===== src/rtl/credit_interconnect_pkg.sv =====
// Shared helpers for the credit interconnect pipe.
//   cnt_width(n)        : bits needed to hold a count of 0..n
//   slice_lsb(chan, w)  : LSB of channel 'chan' in a flat bus of w-bit slices
package credit_interconnect_pkg;

    function automatic int cnt_width(input int n);
        return (n < 1) ? 1 : $clog2(n + 1);
    endfunction

    function automatic int slice_lsb(input int chan, input int width);
        return chan * width;
    endfunction

endpackage


===== src/rtl/credit_interconnect_stage.sv =====
// One retiming stage across all channels of the credit interconnect.
// Ports:
//   clock, reset          : rising-edge clock, synchronous active-high reset
//   flush                 : forces every valid captured this edge to 0
//   up_valid/up_credit    : per-channel valid / credit from the previous stage
//   up_data               : flat payload bus, DATA_WIDTH bits per channel
//   dn_valid/dn_credit    : registered valid / credit toward the next stage
//   dn_data               : registered payload
module credit_interconnect_stage
    import credit_interconnect_pkg::*;
#(
    parameter int DATA_WIDTH   = 32,
    parameter int NUM_CHANNELS = 1,
    parameter int HOLD_DATA    = 0
) (
    input  logic                               clock,
    input  logic                               reset,
    input  logic                               flush,
    input  logic [NUM_CHANNELS-1:0]            up_valid,
    input  logic [NUM_CHANNELS-1:0]            up_credit,
    input  logic [NUM_CHANNELS*DATA_WIDTH-1:0] up_data,
    output logic [NUM_CHANNELS-1:0]            dn_valid,
    output logic [NUM_CHANNELS-1:0]            dn_credit,
    output logic [NUM_CHANNELS*DATA_WIDTH-1:0] dn_data
);

    localparam bit LOAD_ALWAYS = (HOLD_DATA == 0);

    for (genvar gi = 0; gi < NUM_CHANNELS; gi++) begin : g_ch
        logic                  valid_reg;
        logic                  credit_reg;
        logic [DATA_WIDTH-1:0] data_reg;
        logic                  valid_next;

        // Flush kills the token being captured; credits are never dropped
        // because losing one would starve the sender permanently.
        assign valid_next = up_valid[gi] & ~flush;

        always_ff @(posedge clock) begin
            if (reset) begin
                valid_reg  <= 1'b0;
                credit_reg <= 1'b0;
                data_reg   <= '0;
            end else begin
                valid_reg  <= valid_next;
                credit_reg <= up_credit[gi];
                // With hold enabled the payload only toggles for live
                // tokens, keeping the data bus quiet while idle.
                if (LOAD_ALWAYS || valid_next) begin
                    data_reg <= up_data[slice_lsb(gi, DATA_WIDTH) +: DATA_WIDTH];
                end
            end
        end

        assign dn_valid[gi]  = valid_reg;
        assign dn_credit[gi] = credit_reg;
        assign dn_data[slice_lsb(gi, DATA_WIDTH) +: DATA_WIDTH] = data_reg;
    end

endmodule


===== src/rtl/credit_interconnect_pipe.sv =====
// Multi-stage, multi-channel credit interconnect pipe.
// Every channel's forward (data+valid) and reverse credit path is delayed by
// exactly NUM_STAGES cycles. Flush drops forward tokens in flight; credits
// always survive. Per-channel occupancy counts report tokens and credits
// currently held in the stage registers.
// Ports:
//   clock, reset           : rising-edge clock, synchronous active-high reset
//   i_flush                : drop all forward tokens on every channel
//   i_data/i_valid         : forward input, channel c at [c*DATA_WIDTH +: DATA_WIDTH]
//   i_increment_count      : credit return from downstream
//   o_data/o_valid         : delayed forward output
//   o_increment_count      : delayed credit return toward upstream
//   o_fwd_inflight         : per channel, valid tokens held (CNT_W bits each)
//   o_crd_inflight         : per channel, credits held (CNT_W bits each)
module credit_interconnect_pipe
    import credit_interconnect_pkg::*;
#(
    parameter int   DATA_WIDTH   = 32,
    parameter int   NUM_STAGES   = 2,
    parameter int   NUM_CHANNELS = 1,
    parameter int   HOLD_DATA    = 0,
    localparam int  CNT_W        = cnt_width(NUM_STAGES)
) (
    input  logic                               clock,
    input  logic                               reset,
    input  logic                               i_flush,
    input  logic [NUM_CHANNELS*DATA_WIDTH-1:0] i_data,
    input  logic [NUM_CHANNELS-1:0]            i_valid,
    input  logic [NUM_CHANNELS-1:0]            i_increment_count,
    output logic [NUM_CHANNELS*DATA_WIDTH-1:0] o_data,
    output logic [NUM_CHANNELS-1:0]            o_valid,
    output logic [NUM_CHANNELS-1:0]            o_increment_count,
    output logic [NUM_CHANNELS*CNT_W-1:0]      o_fwd_inflight,
    output logic [NUM_CHANNELS*CNT_W-1:0]      o_crd_inflight
);

    if (NUM_STAGES < 1) begin : g_bad_stages
        $error("credit_interconnect_pipe: NUM_STAGES must be >= 1");
    end
    if (NUM_CHANNELS < 1 || DATA_WIDTH < 1) begin : g_bad_width
        $error("credit_interconnect_pipe: NUM_CHANNELS and DATA_WIDTH must be >= 1");
    end

    // Element 0 is the pipe input; element s is the output of stage s.
    logic [NUM_CHANNELS-1:0]            valid_chain  [NUM_STAGES+1];
    logic [NUM_CHANNELS-1:0]            credit_chain [NUM_STAGES+1];
    logic [NUM_CHANNELS*DATA_WIDTH-1:0] data_chain   [NUM_STAGES+1];

    assign valid_chain[0]  = i_valid;
    assign credit_chain[0] = i_increment_count;
    assign data_chain[0]   = i_data;

    for (genvar gi = 0; gi < NUM_STAGES; gi++) begin : g_stage
        credit_interconnect_stage #(
            .DATA_WIDTH   (DATA_WIDTH),
            .NUM_CHANNELS (NUM_CHANNELS),
            .HOLD_DATA    (HOLD_DATA)
        ) u_stage (
            .clock     (clock),
            .reset     (reset),
            .flush     (i_flush),
            .up_valid  (valid_chain[gi]),
            .up_credit (credit_chain[gi]),
            .up_data   (data_chain[gi]),
            .dn_valid  (valid_chain[gi+1]),
            .dn_credit (credit_chain[gi+1]),
            .dn_data   (data_chain[gi+1])
        );
    end

    assign o_valid           = valid_chain[NUM_STAGES];
    assign o_increment_count = credit_chain[NUM_STAGES];
    assign o_data            = data_chain[NUM_STAGES];

    // Occupancy: popcount of stage registers 1..NUM_STAGES per channel.
    // CNT_W holds NUM_STAGES, so the sum cannot wrap.
    for (genvar gi = 0; gi < NUM_CHANNELS; gi++) begin : g_cnt
        logic [CNT_W-1:0] fwd_cnt_next;
        logic [CNT_W-1:0] crd_cnt_next;

        always_comb begin
            fwd_cnt_next = '0;
            crd_cnt_next = '0;
            for (int s = 1; s <= NUM_STAGES; s++) begin
                fwd_cnt_next = fwd_cnt_next + CNT_W'(valid_chain[s][gi]);
                crd_cnt_next = crd_cnt_next + CNT_W'(credit_chain[s][gi]);
            end
        end

        assign o_fwd_inflight[slice_lsb(gi, CNT_W) +: CNT_W] = fwd_cnt_next;
        assign o_crd_inflight[slice_lsb(gi, CNT_W) +: CNT_W] = crd_cnt_next;
    end

endmodule


===== config.mk =====
export PLATFORM = sky130hd
export DESIGN_NAME = credit_interconnect_pipe
export DESIGN_NICKNAME = d
export VERILOG_FILES = /design/src/rtl/credit_interconnect_pkg.sv /design/src/rtl/credit_interconnect_stage.sv /design/src/rtl/credit_interconnect_pipe.sv
export SDC_FILE = /design/constraint.sdc
export NUM_CORES = 1
export LEC_CHECK = 0
export CORE_ASPECT_RATIO = 0.7
export CORE_MARGIN = 3
export CORE_UTILIZATION = 39
export DETAILED_ROUTE_END_ITERATION = 6
export PLACE_DENSITY = 0.72
export SLEW_MARGIN = 0
export SYNTH_ARGS = -nofsm -noshare
export SYNTH_HDL_FRONTEND = slang
export SYNTH_SLANG_ARGS = --single-unit

===== constraint.sdc =====
create_clock -name clock -period 0.8 [get_ports clock]
set_input_delay 0.16 -clock clock [delete_from_list [all_inputs] [get_ports clock]]
set_output_delay 0.16 -clock clock [all_outputs]
set_load 0.005 [all_outputs]

Yosys cells after proc, flatten, opt, wreduce, memory -nomap -nowiden
Cells that the tools add are included.
{"block": "totals", "register_bits": 68, "inputBits": 37, "output_inout_bits": 38, "word_cells": 11}
{"block": "op_classes", "addsub": 2, "bitwise": 3}
{"op": "1-bit by 1-bit adder with 2-bit output", "count": 2}
{"op": "1-bit bitwise AND", "count": 2}
{"op": "1-bit NOT", "count": 1}

Logic depth before layout (Yosys ltp)
{"block": "logic_depth", "depth_word": 2, "depth_mapped": 3, "depth_no_buf": 1}

Modules after synthesis
Synthesis repeated with hierarchy kept, for this count alone.
{"block": "hier_totals", "cells_unflattened": 144, "hier_area_um2": 1876.8}
{"mod": "credit_interconnect_stage", "instances": 2, "cells_per_inst": 71, "area_each_um2": 925.9, "seq_area_each_um2": 680.7}
{"mod": "credit_interconnect_pipe", "instances": 1, "cells_per_inst": 2, "area_each_um2": 25.0, "seq_area_each_um2": 0.0}

Least setup slack after synthesis
OpenSTA, ideal clock, no wires.
{"block": "synth_timing", "path_kind": "reg-to-output", "startpoint": "register g_stage[1].u_stage.g_ch[0].credit_reg", "endpoint": "output o_crd_inflight[0]", "arrival_ps": 596, "required_ps": 640, "setup_slack_ps": 44, "path_stages_with_launch": 2, "n_path_buf": 0, "path_cell_list": "dfxtp_1 -> ha_1"}
{"block": "synth_between", "elab_chain_len": 1}
{"element": "start: declaration", "line_no": "credit_interconnect_stage.sv:31", "text": "logic credit_reg;"}
{"element": "start signal: assignment", "line_no": "credit_interconnect_stage.sv:46", "text": "credit_reg <= up_credit[gi];"}
{"element": "1-bit by 1-bit adder with 2-bit output", "line_no": "credit_interconnect_pipe.sv:86", "text": "crd_cnt_next = crd_cnt_next + CNT_W'(credit_chain[s][gi]);"}
{"element": "end: declaration", "line_no": "credit_interconnect_pipe.sv:34", "text": "output logic [NUM_CHANNELS*CNT_W-1:0] o_crd_inflight"}
No other way between the ends.

Final worst setup path
{"block": "layout_timing", "startpoint": "register g_stage[0].u_stage.g_ch[0].valid_reg", "endpoint": "output o_fwd_inflight[0]"}
{"block": "layout_between", "elab_chain_len": 1}
{"element": "start: declaration", "line_no": "credit_interconnect_stage.sv:30", "text": "logic valid_reg;"}
{"element": "start signal: assignment", "line_no": "credit_interconnect_stage.sv:45", "text": "valid_reg <= valid_next;"}
{"element": "1-bit by 1-bit adder with 2-bit output", "line_no": "credit_interconnect_pipe.sv:85", "text": "fwd_cnt_next = fwd_cnt_next + CNT_W'(valid_chain[s][gi]);"}
{"element": "end: declaration", "line_no": "credit_interconnect_pipe.sv:33", "text": "output logic [NUM_CHANNELS*CNT_W-1:0] o_fwd_inflight,"}
No other way between the ends.

==> impl_metrics.json <==
{
  "placementRows": 21,
  "numPortBuffers": 74,
  "power-per-cell-area_nw_per_um2": 2460,
  "cts.clk_slew.worst_paths_ps": 60,
  "path_max_fanout": 2,
  "synthToLayoutAreaGrowth_pct": 33.1,
  "worst_r2r_endpoint": "g_stage[1].u_stage.dn_valid$_SDFF_PP0_",
  "register_bit_count_reported_by_yosys": 68,
  "tritoncts.num_buffers": 9,
  "detail_routed_net_length_per_standard_cell_microns": 10.6,
  "synthCells": 177,
  "drt_iter0_drc": 14,
  "final_net_count": 265,
  "power.ir.vdd_worst_uv": 1470,
  "detailedPlace.worstSlack_ps": -437,
  "final_hold_viol_count": 0,
  "yosys_warns": 0,
  "drt-pass1-iter-count": 2,
  "tritoncts": "done",
  "detail_route.vias_per_cell": 3.94,
  "postCtsSetupBuffers": 0,
  "globalRoute.totalOverflow": 0,
  "cpMaxStageDelayCell": "dfxtp_2",
  "end_kind": "output pin",
  "worst_hold_path.num_cells": 3,
  "worst_r2r_startpoint": "g_stage[0].u_stage.dn_valid$_SDFF_PP0_",
  "cp_data_arrival_time_ps": 1000,
  "worst_skew_pair.late_latency_ps": 320,
  "setup_repair_after_global_routing_missed_its_margin": "true",
  "layout_commonest_cell": "nor2b_1",
  "placeableCoreArea_sq_um": 4990,
  "grt_antenna_before_repair": 0,
  "worstMarginPinSlew_ps": 215,
  "globalRouteTotalUtil": 0.111,
  "reg2reg_depth": 1,
  "setup_viol": 38,
  "syn_avg_cell_area_sq_um": 11.9,
  "failing_checks": "negative setup slack",
  "antenna_left": 0,
  "grt_start_max_net_pins": 28,
  "clock_skew_ps": 3.49,
  "synth_fp_nets": 216,
  "worstHoldPathType": "in2reg",
  "die_height_microns": 67.5,
  "floorplan.initialDensity": 0.422,
  "htree_num_levels": 3,
  "worstPathCellList": "ha_4 > buf_6",
  "outcome": "finished, violations left",
  "dpl.hpwl_microns": 2210,
  "gp_congestion": 0.626,
  "min_period_over_period": 1.45,
  "synth_seq_area_share": 0.647,
  "slowest_delay_ps": 340,
  "cts_hold_buffers": 0,
  "setup-tns-final_ps": -4450,
  "grt_pass1_wl_microns": 5110,
  "rrSetupSlack_ps": 200,
  "floorplan.die_area_sq_um": 6330,
  "yosys.cell_types.count": 7,
  "max-cap-violations": 0,
  "slew_headroom": 0.857,
  "die_x_microns": 93.8,
  "detail_route.wirelength_microns": 3160,
  "most_used_cells_in_the_layout_excluding_fill_and_tap_cells": "nor2b_1 (66), dfxtp_1 (55), clkdlybuf4s50_1 (35)",
  "filler_cell_count": 430,
  "post-route-util": 0.561,
  "post_synthesis_instance_area_sq_um": 2100,
  "post_route_cells_drive_above_1_share": 0.310,
  "holdPathEnd": "g_stage[1].u_stage.dn_data[2]$_SDFF_PP0_",
  "worst_hold_startpoint": "reset",
  "fmaxAchievable_ghz": 0.863,
  "timing.final.ws_setup_ps": -358,
  "num_antenna_cells": 0,
  "maximum_clock_path_buffer_count": 2,
  "p_leak_nw": 1.21,
  "final-max-slew-violation-count": 0,
  "setup.worst_path.start_class": "register",
  "min_period_ps": 1160,
  "cts.root.buffer_cell": "clkbuf_8",
  "grt_pass1_vias": 1157,
  "crit_required_ps": 640,
  "clock_sink_count": 68,
  "drc_errors": 0,
  "num_vias": 1173,
  "setup.worst_path.class": "reg2out",
  "floorplan.io_pins": 75
}
==> cell usage after synthesis <==
library cell	number	area share
buf_6	2	0.011
dfxtp_1	68	0.65
buf_4	33	0.12
buf_2	4	0.0095
nor2b_1	66	0.20
nor3b_1	2	0.0071
ha_1	2	0.012
==> state kept, by name, summed over array words and instances (netlist names) <==
| name | flops |
|---|---|
| g_stage.u_stage.dn_valid | 2 |
| g_stage.u_stage.dn_data | 64 |
| g_stage.u_stage.dn_credit | 2 |
==> final cells by class <==
class                      instances  area, sq um  share of cell area
tap                               69         86.3              0.0308
multi-input combinational         70          478               0.171
clock inverter                     1         30.0              0.0107
timing repair buffer              77          649               0.232
sequential                        68         1380               0.492
clock buffer                      13          179              0.0639
==> repair_timing <==
action	in CTS	in global routing
resized for setup	164	13
pin swaps	0	2
setup endpoints to repair	38	38
==> routing by layer <==
layer	vias to the layer above	wire length (microns)	GRT usage
li1	597	-	-
met1	518	1290	0.111
met2	53	1400	0.174
met3	5	438	0.0824
met4	0	27	0.0541
met5	-	0	0
==> report_power, final <==
part           internal [mW]  switching (mW)
Combinational          0.323           0.140
Sequential              3.55          0.0384
Clock                   1.75            1.08
Total                   5.62            1.26
==> stage by stage <==
step	power, mW	area, sq um	cells	hold slack (ps)
floorplan	3.90	2100	177	236
global placement	4.15	2670	284	416
detailed placement	4.16	2670	284	422
CTS	6.98	2760	298	218
global route	7.19	2800	298	229
finish	6.88	2800	298	240
==> cell families (layout without fill, tap and decap cells) <==
group	count (synthesis)	in the layout	synth area share
buffers and inverters	39	91	0.138
AND/OR/NAND/NOR	68	68	0.203
adder cells (fa/ha/maj)	2	2	0.0119
flip-flops	68	68	0.647
==> worst max-delay path by stage <==
stage	from	end	slack, ps	cells past startpoint
after floorplan	g_stage[1].u_stage.dn_credit$_SDFF_PP0_	o_crd_inflight[0]	40	1
after global placement	g_stage[1].u_stage.dn_valid$_SDFF_PP0_	o_fwd_inflight[0]	-400	2
after detailed placement	g_stage[1].u_stage.dn_valid$_SDFF_PP0_	o_fwd_inflight[0]	-440	2
after CTS	g_stage[1].u_stage.dn_credit$_SDFF_PP0_	o_crd_inflight[0]	-380	2
after global routing	g_stage[0].u_stage.dn_valid$_SDFF_PP0_	o_fwd_inflight[0]	-400	2
final	g_stage[0].u_stage.dn_valid$_SDFF_PP0_	o_fwd_inflight[0]	-360	2
==> worst max-delay path, delay by kind of cell (launching register included) <==
kind / cells / cell delay, ps
DFF: 1 / 340
adders and majority gates: 1 / 240
buffers and inverters: 1 / 110
Power figures use the tool's default switching activity.
==> RTL edit: new RTL, same flow settings <==
Add an input register stage for `i_flush`, `i_data`, `i_valid` and `i_increment_count`; this delays them by one clock.
--- a/src/rtl/credit_interconnect_pipe.sv
+++ b/src/rtl/credit_interconnect_pipe.sv
@@ -36,2 +36,14 @@
 
+    logic i_flush_q;
+    logic [NUM_CHANNELS*DATA_WIDTH-1:0] i_data_q;
+    logic [NUM_CHANNELS-1:0] i_valid_q;
+    logic [NUM_CHANNELS-1:0] i_increment_count_q;
+
+    always_ff @(posedge clock) begin
+        i_flush_q           <= i_flush;
+        i_data_q            <= i_data;
+        i_valid_q           <= i_valid;
+        i_increment_count_q <= i_increment_count;
+    end
+
     if (NUM_STAGES < 1) begin : g_bad_stages
@@ -48,5 +60,5 @@
 
-    assign valid_chain[0]  = i_valid;
-    assign credit_chain[0] = i_increment_count;
-    assign data_chain[0]   = i_data;
+    assign valid_chain[0]  = i_valid_q;
+    assign credit_chain[0] = i_increment_count_q;
+    assign data_chain[0]   = i_data_q;
 
@@ -60,3 +72,3 @@
             .reset     (reset),
-            .flush     (i_flush),
+            .flush     (i_flush_q),
             .up_valid  (valid_chain[gi]),
Check against the original RTL: not equivalent (a bounded check fails within 4 cycles, from zero or initial values and one cycle with reset high).
==> RTL edit against the unedited design <==
The flow still finishes with violations (negative setup slack). Sequential cell count grew 35. Routed wire length rose by 11%. Hold slack better by 3.3 ps. Register-to-register slack improved by 40 ps. Via count is 16% higher. Design area grew 24%. Synthesized area up 33%. Combinational power down 2%. Total power increased by 25%. Worst setup slack worse by 67 ps. Critical endpoint unchanged.
==> RTL edit: results <==
[power]
ir_drop_v = 0.00116
leakagePower_uw = 0.00147

[global_routing]
grt_overflow = 0
grt_pass1_vias = 1240
grt_pass1_wl_um = 5610
grt.total_usage_pct = 9.01
grt_max_degree = 38
antenna_found_initial = 0

[worst_hold_path]
worstHoldEndpoint = "g_stage[1].u_stage.dn_data[22]$_SDFF_PP0_"
hold_depth = 3
hold_class = "input port to flop"
hp-start = "reset"

[synthesis]
synth_nets = 251
ys_top_cells_by_count = "dfxtp_1 (103), nor2b_1 (66), buf_4 (33)"
yosysUniqueCellTypes = 7
synth_area_leaders = "dfxtp_1 (74%), nor2b_1 (15%), buf_4 (8.8%), ha_1 (0.89%), buf_6 (0.80%)"
ys.flop_type = "dfxtp_1"
async_reset_ff_share_pct = 0
synth_cells = 212
seq_area_frac_synth_pct = 73.5

[finish]
nFillCells = 609
largest_reg_flops = 64
fin_cells = 358
finalNetCount = 299
antenna_cells = 0
final_layout_size_suffix_gt1_share_pct = 27.3

[placed_design]
numPortBuffers = 74
place_ws_ps = -417
dpl.hpwl_um = 2330
dp_cells = 343
gp_congestion = 0.605

[clock_network]
cts_buffers = 9
clkLatencyLatePin_ps = 340
cts-root-buf = "clkbuf_8"
clkSlewWorstSetupHoldPaths_ps = 90
cts_tree = "done"
htree_levels = 3

[routing]
routedWlPerCell_um = 9.74
initialDrtViolationCount = 11
vias_per_cell = 3.80
dr.pass1.iters = 2

[sta]
setup_viol = 38
clock_skew_ps = 4.98
relSlewSlack_pct = 89.8
setup_ws_ps = -425
fin_setup_tns_ps = -5600

[worst_setup_path]
crit_slowest_cell = "dfxtp_2"
r2r-end = "g_stage[1].u_stage.dn_valid$_SDFF_PP0_"
worstPathArrival_ps = 1070
reg2reg_slack_ps = 240
rr_worst_depth = 1
timing.rr.start = "i_flush_q$_DFF_P_"

[outcome]
violations = "negative setup slack"
outcome = "finished, violations left"

[job]
max-cap-violations = 0
RTL edit: logic make-up after synthesis:
kind of cell,after synthesis,synth area share (%)
flip-flops,103,73.5
AND/OR/NAND/NOR,68,15.3
buffers and inverters,39,10.3
adder cells (fa/ha/maj),2,0.892
RTL edit: how the worst max path moves through the flow:
| stage | start | end | slack, ps | cells past startpoint |
|---|---|---|---|---|
| 3_3_place_gp | g_stage[1].u_stage.dn_credit$_SDFF_PP0_ | o_crd_inflight[0] | -420 | 2 |
| 3_5_place_dp | g_stage[1].u_stage.dn_valid$_SDFF_PP0_ | o_fwd_inflight[0] | -420 | 2 |
| 5_1_grt | g_stage[1].u_stage.dn_valid$_SDFF_PP0_ | o_fwd_inflight[0] | -480 | 2 |
| 4_1_cts | g_stage[0].u_stage.dn_valid$_SDFF_PP0_ | o_fwd_inflight[0] | -460 | 2 |
| 2_1_floorplan | g_stage[1].u_stage.dn_credit$_SDFF_PP0_ | o_crd_inflight[0] | 40 | 1 |
| 6_report | g_stage[1].u_stage.dn_valid$_SDFF_PP0_ | o_fwd_inflight[0] | -430 | 2 |
RTL edit: layer usage:
layer  share of wire [%]  GRT usage [%]
met5                   0              0
met4                 2.0           4.54
met3                 8.7           5.05
met2                  49           15.0
met1                  40           9.04
RTL edit: layout make-up:
cell class	instances	area share, %
flip-flops and latches	103	60.2
repair buffers	76	18.2
multi-input cells	70	13.5
clock buffers	11	3.80
well taps	94	3.40
clock inverters	4	0.940
RTL edit: through the flow:
| step | power [uW] | cell area (um2) | hold slack, ps |
|---|---|---|---|
| 6_report | 8580 | 3460 | 243 |
| 5_1_grt | 9040 | 3460 | 214 |
| 4_1_cts | 8750 | 3430 | 220 |
| 3_5_place_dp | 6060 | 3410 | 414 |
| 3_3_place_gp | 6050 | 3410 | 416 |
| 2_1_floorplan | 5790 | 2810 | 188 |
RTL edit: power by group:
group | switching (uW) | internal (uW) | leakage [uW] | total, uW
clock network | 1560 | 1130 | 0.0000760 | 2700
logic | 139 | 317 | 0.000531 | 456
registers | 52.6 | 5380 | 0.000864 | 5430
RTL edit: timing repair:
action	4_1_cts	5_1_grt
setup buffers	0	0
resized for setup	167	10
endpoints found under the setup margin	38	38
hold buffers	0	0
pin swaps	1	1
RTL edit: worst max-delay path: cells and delay by family, from the launching register on:
family	cells	cell delay [ps]
flops	1	330
fa+ha+maj	1	280
buf+inv	1	130
